<file path="config.mk">
export PLATFORM = sky130hd
export DESIGN_NAME = ov7670_cfg_sequencer
export DESIGN_NICKNAME = d
export VERILOG_FILES = /design/src/rtl/ov7670_cfg_sequencer.sv
export SDC_FILE = /design/constraint.sdc
export NUM_CORES = 1
export LEC_CHECK = 0
export CAP_MARGIN = 20
export CELL_PAD_IN_SITES_DETAIL_PLACEMENT = 0
export CELL_PAD_IN_SITES_GLOBAL_PLACEMENT = 1
export CORE_MARGIN = 3
export CORE_UTILIZATION = 45
export CTS_CLUSTER_DIAMETER = 60
export DETAILED_ROUTE_END_ITERATION = 12
export PLACE_DENSITY = 0.84
export SYNTH_ARGS = -nofsm -noshare
export SYNTH_HDL_FRONTEND = slang
export SYNTH_SLANG_ARGS = --single-unit
</file>
<file path="constraint.sdc">
create_clock -name Clk -period 6.2 [get_ports Clk]
set_input_delay 1.24 -clock Clk [delete_from_list [all_inputs] [get_ports Clk]]
set_output_delay 1.24 -clock Clk [all_outputs]
set_load 0.02 [all_outputs]
</file>
<file path="src/rtl/ov7670_cfg_sequencer.sv">
// OV7670 register-table sequencer: walks a case ROM and issues SCCB writes, NACK retries and ms delays.
// Optional build macro CFG_SOFT_RESET_EN: each run starts with COM7=0x80 and a RESET_WAIT_MS settle.
module ov7670_cfg_sequencer #(
  parameter int CLKS_PER_MS   = 100000,
  parameter int MAX_RETRY     = 3,
  parameter int RESET_WAIT_MS = 2
) (
  input  logic       Clk,
  input  logic       reset_n,
  input  logic       start,
  output logic       req_valid,
  input  logic       req_ready,
  output logic [7:0] req_addr,
  output logic [7:0] req_data,
  input  logic       rsp_valid,
  input  logic       rsp_nack,
  output logic       busy,
  output logic       done,
  output logic       error,
  output logic [5:0] entry_idx
);
  typedef enum logic [2:0] {
    S_IDLE, S_SRST, S_FETCH, S_ISSUE, S_WAIT, S_DELAY, S_DONE, S_FAIL
  } state_e;

  localparam int            TW        = (CLKS_PER_MS > 1) ? $clog2(CLKS_PER_MS) : 1;
  localparam logic [TW-1:0] TICK_LAST = TW'(CLKS_PER_MS - 1);
  localparam logic [7:0]    RETRY_MAX = 8'(MAX_RETRY);

  // {addr,data}; F0/xx = delay xx ms, FF/FF = end of table
  function automatic logic [15:0] rom(input logic [5:0] idx);
    case (idx)
      6'd0:    rom = 16'h1204;
      6'd1:    rom = 16'h8C02;
      6'd2:    rom = 16'h40D0;
      6'd3:    rom = 16'hF00A;
      6'd4:    rom = 16'h1101;
      default: rom = 16'hFFFF;
    endcase
  endfunction

  state_e        state_q;
  logic          start_q, srst_q, ret_q;
  logic [15:0]   ent_q;
  logic [5:0]    idx_q;
  logic [7:0]    retry_q, ms_q, addr_q, data_q;
  logic [TW-1:0] tick_q;
  logic          req_valid_q, busy_q, done_q, error_q;
  logic          start_rise;

  assign start_rise = start & ~start_q;

  always_ff @(posedge Clk or negedge reset_n) begin
    if (!reset_n) begin
      state_q     <= S_IDLE;
      start_q     <= 1'b0;
      srst_q      <= 1'b0;
      ret_q       <= 1'b0;
      ent_q       <= '0;
      idx_q       <= '0;
      retry_q     <= '0;
      ms_q        <= '0;
      tick_q      <= '0;
      addr_q      <= '0;
      data_q      <= '0;
      req_valid_q <= 1'b0;
      busy_q      <= 1'b0;
      done_q      <= 1'b0;
      error_q     <= 1'b0;
    end else begin
      start_q <= start;
      case (state_q)
        S_IDLE: begin
          if (start_rise) begin
            done_q  <= 1'b0;
            error_q <= 1'b0;
            idx_q   <= '0;
            busy_q  <= 1'b1;
            retry_q <= '0;
            ret_q   <= 1'b0;
`ifdef CFG_SOFT_RESET_EN
            req_valid_q <= 1'b1;
            addr_q      <= 8'h12;
            data_q      <= 8'h80;
            srst_q      <= 1'b1;
            state_q     <= S_SRST;
`else
            ent_q   <= rom(6'd0);
            state_q <= S_FETCH;
`endif
          end
        end
        S_FETCH: begin
          if (ent_q == 16'hFFFF) begin
            state_q <= S_DONE;
          end else if (ent_q[15:8] == 8'hF0) begin
            ms_q    <= ent_q[7:0];
            tick_q  <= '0;
            state_q <= S_DELAY;
          end else begin
            req_valid_q <= 1'b1;
            addr_q      <= ent_q[15:8];
            data_q      <= ent_q[7:0];
            state_q     <= S_ISSUE;
          end
        end
        S_SRST, S_ISSUE: begin
          if (req_ready) begin
            req_valid_q <= 1'b0;
            state_q     <= S_WAIT;
          end
        end
        S_WAIT: begin
          if (rsp_valid) begin
            if (!rsp_nack) begin
              retry_q <= '0;
              if (srst_q) begin
                srst_q  <= 1'b0;
                ret_q   <= 1'b1;
                ms_q    <= 8'(RESET_WAIT_MS);
                tick_q  <= '0;
                state_q <= S_DELAY;
              end else if (idx_q == 6'd63) begin
                state_q <= S_DONE;
              end else begin
                idx_q   <= idx_q + 6'd1;
                ent_q   <= rom(idx_q + 6'd1);
                state_q <= S_FETCH;
              end
            end else if (retry_q < RETRY_MAX) begin
              retry_q     <= retry_q + 8'd1;
              req_valid_q <= 1'b1;
              state_q     <= srst_q ? S_SRST : S_ISSUE;
            end else begin
              state_q <= S_FAIL;
            end
          end
        end
        S_DELAY: begin
          if (ms_q == 8'd0) begin
            // the post-reset settle returns to the current entry instead of advancing
            if (ret_q) begin
              ret_q   <= 1'b0;
              ent_q   <= rom(idx_q);
              state_q <= S_FETCH;
            end else if (idx_q == 6'd63) begin
              state_q <= S_DONE;
            end else begin
              idx_q   <= idx_q + 6'd1;
              ent_q   <= rom(idx_q + 6'd1);
              state_q <= S_FETCH;
            end
          end else if (tick_q == TICK_LAST) begin
            tick_q <= '0;
            ms_q   <= ms_q - 8'd1;
          end else begin
            tick_q <= tick_q + TW'(1);
          end
        end
        S_DONE: begin
          done_q  <= 1'b1;
          busy_q  <= 1'b0;
          state_q <= S_IDLE;
        end
        S_FAIL: begin
          error_q <= 1'b1;
          busy_q  <= 1'b0;
          state_q <= S_IDLE;
        end
        default: state_q <= S_IDLE;
      endcase
    end
  end

  assign req_valid = req_valid_q;
  assign req_addr  = addr_q;
  assign req_data  = data_q;
  assign busy      = busy_q;
  assign done      = done_q;
  assign error     = error_q;
  assign entry_idx = idx_q;

endmodule

</file>
# Word-level counts from Yosys, hierarchy flattened
# Index checks and enable logic that the tools add are counted.
# totals
register_bits	80
latch_bits	0
ram_bits	0
mem_bits_ro	0
inputBits	6
out_inout_bits	26
word_cells	138
memories	0
# op_classes
n_addsub	4
n_mul	0
div_mod_pow	0
n_lt_le_gt_ge	1
n_eq_ne	33
shifts	0
muxes	56
bitwise_logic	5
reduce_logical	25
# ops
op	n
$pmux W16 S5	2
$mux W16	6
$mux W17	4
$mux W8	8
$pmux W16 S3	1
$mux W6	6
$pmux W17 S2	1
$pmux W8 S2	2
$mux W3	10
$ne A2 B2 Y1 const B	13
$eq A6 B2 Y1 const B	4
$pmux W3 S6	1
$pmux W6 S3	1
$add A17 B1 Y17 const B	1
$eq A17 B17 Y1 const B	1
$eq A16 B16 Y1 const B	1
$reduce_and A7 Y1	2
$eq A3 B3 Y1 const B	4
$eq A6 B1 Y1 const B	2
$eq A6 B3 Y1 const B	2
$logic_not A6 Y1	2
$reduce_and A6 Y1	2
$mux W1	9
$reduce_bool A3 Y1	3
other kinds (22)	36

# Depth between registers and ports, before layout
# depth
ltp_word	7
ltp_mapped	8
ltp_nobuf	7

# Worst setup path before layout
# No wires, ideal clock.
# synth_timing
path_kind	input to register
start	input start
end	register ent_q[11]
setup_time_ns	0.126
arrival_ns	2.597
t_required_ns	6.074
slack_ns	3.477
stages	6
n_path_buf	1
path_cell_list	or3b_4 -> nand3_4 -> nand2_4 -> or3_4 -> buf_6 -> a221o_1
# synth_between
elab_chain_len	3
# synth_lines
element	line_no	source
start: declaration	10	input logic start,
$and A1 B1 Y1	51	assign start_rise = start & ~start_q;
$ne A2 B2 Y1 (no source line)	-	
$reduce_and A5 Y1 (no source line)	-	
end signal: assignment	88	ent_q <= rom(6'd0);
end signal: assignment	127	ent_q <= rom(idx_q + 6'd1);
end signal: assignment	144	ent_q <= rom(idx_q);
end: declaration	44	logic [15:0] ent_q;
# Every way passes these cells.
# A chain may end at the register's enable or synchronous reset.

# Worst setup path after layout
# layout_timing
start	register state_q[2]
end	register ms_q[1]
# layout_between
elab_chain_len	3
word_cells_on_any_way	13
classes_between	9 x eq/ne; 1 x mux; 1 x bitwise; 2 x reduce/logical
# layout_lines
element	line_no	source
start: declaration	42	state_e state_q;
start signal: assignment	133	state_q <= srst_q ? S_SRST : S_ISSUE;
$eq A3 B3 Y1 / $eq A3 B2 Y1 (equally long branches)	72	case (state_q)
$ne A2 B2 Y1 (no source line) (tied with other cells)	-	
$reduce_and A8 Y1 (no source line)	-	
end signal: assignment	97	ms_q <= ent_q[7:0];
end signal: assignment	120	ms_q <= 8'(RESET_WAIT_MS);
end signal: assignment	155	ms_q <= ms_q - 8'd1;
end: declaration	46	logic [7:0] retry_q, ms_q, addr_q, data_q;
# Several ways; a longest one is shown, not always the timed one.

==> metrics <==
busiest layer in global routing met1; startpoint class of the critical path flip-flop; die area 9700 um^2; number of port buffers 31; row count 33; final core occ 52.6%; Max Transition Viols Final 0; final WL 8770 um; setup bufs post-CTS 0; total global-route track usage 18.7%; met3 usage 2.97%; Die H 98.5 um; crit path max fanout 22; # IOs 32; post-route ant nets 0; required time of the critical path 6.42 ns; setup ws final 3.12 ns; dpl hpwl 5880 um; flops & latches, synth 65; Worst EP arrival 3.31 ns; Comb power frac 41.1%; top-area cell type share of the netlist area 42.3%; GRT Residual Overflow 0; H-tree Lvls 3; Resize count post-CTS 0; Buf/Inv on CP 0; number of DRC markers in iteration 0 183; crit-path cells nand3b_1 -> nor2_1 -> nor2_2 -> mux2_2; clock sinks 65; P_sw 0.673 mW; Hold Crit Class reg2reg; Most used DFF post-synth dfrtp_1; Sum Neg Setup Slack 0 ns; synth warn 0; Final Hold Fails 0; largest net degree at the start of global routing 66; most numerous cell in the Yosys netlist dfrtp_1; Post-Syn Nets 427; switch share 40.0%; number of global-route vias before repair 3,079; Place WS 2.97 ns; Setup Skew 0.00964 ns; DR vias/cell 6.01; worst setup path category reg2reg; Post-synth EDFFs 0; IR Drop Worst-Case VDD 0.218 mV; fin crit period 3.08 ns; count of hold-fix buffers inserted at cts 0; first-pass GRT wire length 15,100 um; clk_lat worst skew 0.34 ns; CTS buffer count 9; Avg WL per Cell 16.3 um; CTS tree done; largest cells by area after synthesis dfrtp_1, o21ai_0, a21oi_1; Synth Area per Inst 9.34 um^2; Clk pwr share 20.8%; maximum clock rate 324 MHz; initial antenna violation count 0; Core Area 8260 um^2; Initial Util 46.6%; critical path capture point type flip-flop; slowest CP cell nor2_1; met1 GRT Util 28.4%; Syn Inst Count 412; Pwr Density 387 nW/um^2; drt pass-1 iters 5; number of max-cap violations 0; Mapped Area 3850 um^2; Slew HR 28.0%; DP Area 4160 um^2; outcome finished clean; fin nets 445; P_leak 1.86 nW; CTS Buffer Depth 2; synth cell count leaders dfrtp_1, o21ai_0, nand2_1; Root Buffer clkbuf_8; Ant. Diodes 0; Fillers 771; P&R area growth vs syn 12.9%; worst slew pin tran 1.08 ns; Flop pwr share 38.1%; largest delay contributor family on the critical path simple AND/OR/NAND/NOR gates; final worst path period share 49.7%; layout cells sized above 1 9.93%; cell taking the most area after synthesis dfrtp_1; DRC errors left 0; Final Cell Area 4340 um^2; P_int 1.01 mW; RSZ-0062 raised after global routing false; final setup fails 0; Async S/R FF share, synth 100%; gpl congestion 0.834; Clock Pin Slew Worst Setup and Hold Paths 0.08 ns; Seq/Total Area, Yosys 42.3%; CP max stage delay 1.07 ns; met2 Use GR 26.7%; Distinct cells, synth 71; die width 98.5 um; vias post-DR 3,235
metal layers:
layer  vias to the layer above  share of wire (%)
met1                      1575                 50
met2                        85                 44
met4                         0                1.7
met5                         -                  0
met3                        13                4.6
li1                       1562                  -
sequential cells by signal, indices dropped and copies added (netlist names):
signal	flops
busy	1
done	1
ent_q	9
entry_idx	6
error	1
ms_q	8
req_addr	6
req_data	3
req_valid	1
retry_q	8
start_q	1
state_q	3
tick_q	17
power by group through the flow:
stage	clock network (mW)	logic [mW]	registers [mW]
3_5_place_dp	0	0.691	0.648
4_1_cts	0.357	0.694	0.641
5_1_grt	0.370	0.760	0.660
6_report	0.350	0.691	0.642
3_3_place_gp	0	0.677	0.646
2_1_floorplan	0	0.506	0.632
path summary, 6_finish.rpt:
| kind | end | from | slack [ns] | depth (start not counted) |
|---|---|---|---|---|
| min | tick_q[15] | tick_q[15] | 0.50 | 1 |
| max in group asynchronous | error | reset_n | 4.57 | 2 |
| min in group asynchronous | req_data[6] | reset_n | 1.09 | 2 |
| min reg2reg | tick_q[15] | tick_q[15] | 0.50 | 1 |
| max reg2reg | ms_q[1] | state_q[2] | 3.12 | 4 |
| max | ms_q[1] | state_q[2] | 3.12 | 4 |
worst register-to-register path, cell delays in order (launching register included):
cell and delay, ns:
dfrtp_1 0.72, nand3b_1 0.70, nor2_1 1.07, nor2_2 0.16, mux2_2 0.32
cell usage in the layout (no fill, tap or decap), types with 6 or more instances in the layout:
| cell type | Yosys | final |
|---|---|---|
| inv_1 | 16 | 16 |
| nand2b_1 | 7 | 7 |
| nand3_1 | 15 | 15 |
| dfrtp_1 | 65 | 65 |
| clkbuf_8 | 0 | 10 |
| clkdlybuf4s50_1 | 0 | 30 |
| or3_1 | 6 | 6 |
| o41ai_1 | 7 | 7 |
| nor2b_1 | 9 | 9 |
| nor2_1 | 27 | 27 |
| mux2_2 | 9 | 9 |
| and4_1 | 8 | 8 |
| a21oi_1 | 27 | 27 |
| o21ai_0 | 32 | 32 |
| nor3_1 | 13 | 13 |
| nand2_1 | 31 | 31 |
| ha_1 | 9 | 9 |
metrics by stage:
step | power, mW | instances | hold slack [ns]
floorplan | 1.14 | 412 | 0.457
global placement | 1.32 | 524 | 0.487
detailed placement | 1.34 | 524 | 0.488
CTS | 1.69 | 538 | 0.507
global route | 1.79 | 538 | 0.525
finish | 1.68 | 538 | 0.504
kinds of logic after synthesis:
kind of cell / synth area share [%]
mux: 3.94
flops: 42.3
buf+inv: 5.33
xor+xnor: 0.228
fa+ha+maj: 2.93
simple gates: 23.6
compound gates: 21.7
layout make-up:
| type | count | area (um^2) | area share, % |
|---|---|---|---|
| Clock buffer | 10 | 138 | 3.17 |
| Clock inverter | 4 | 45.0 | 1.04 |
| Inverter | 16 | 60.1 | 1.38 |
| Multi-Input combinational cell | 304 | 2020 | 46.4 |
| Sequential cell | 65 | 1630 | 37.4 |
| Tap cell | 105 | 131 | 3.02 |
| Timing Repair Buffer | 34 | 328 | 7.55 |
Note: power is estimated with default switching activity, not from simulation.
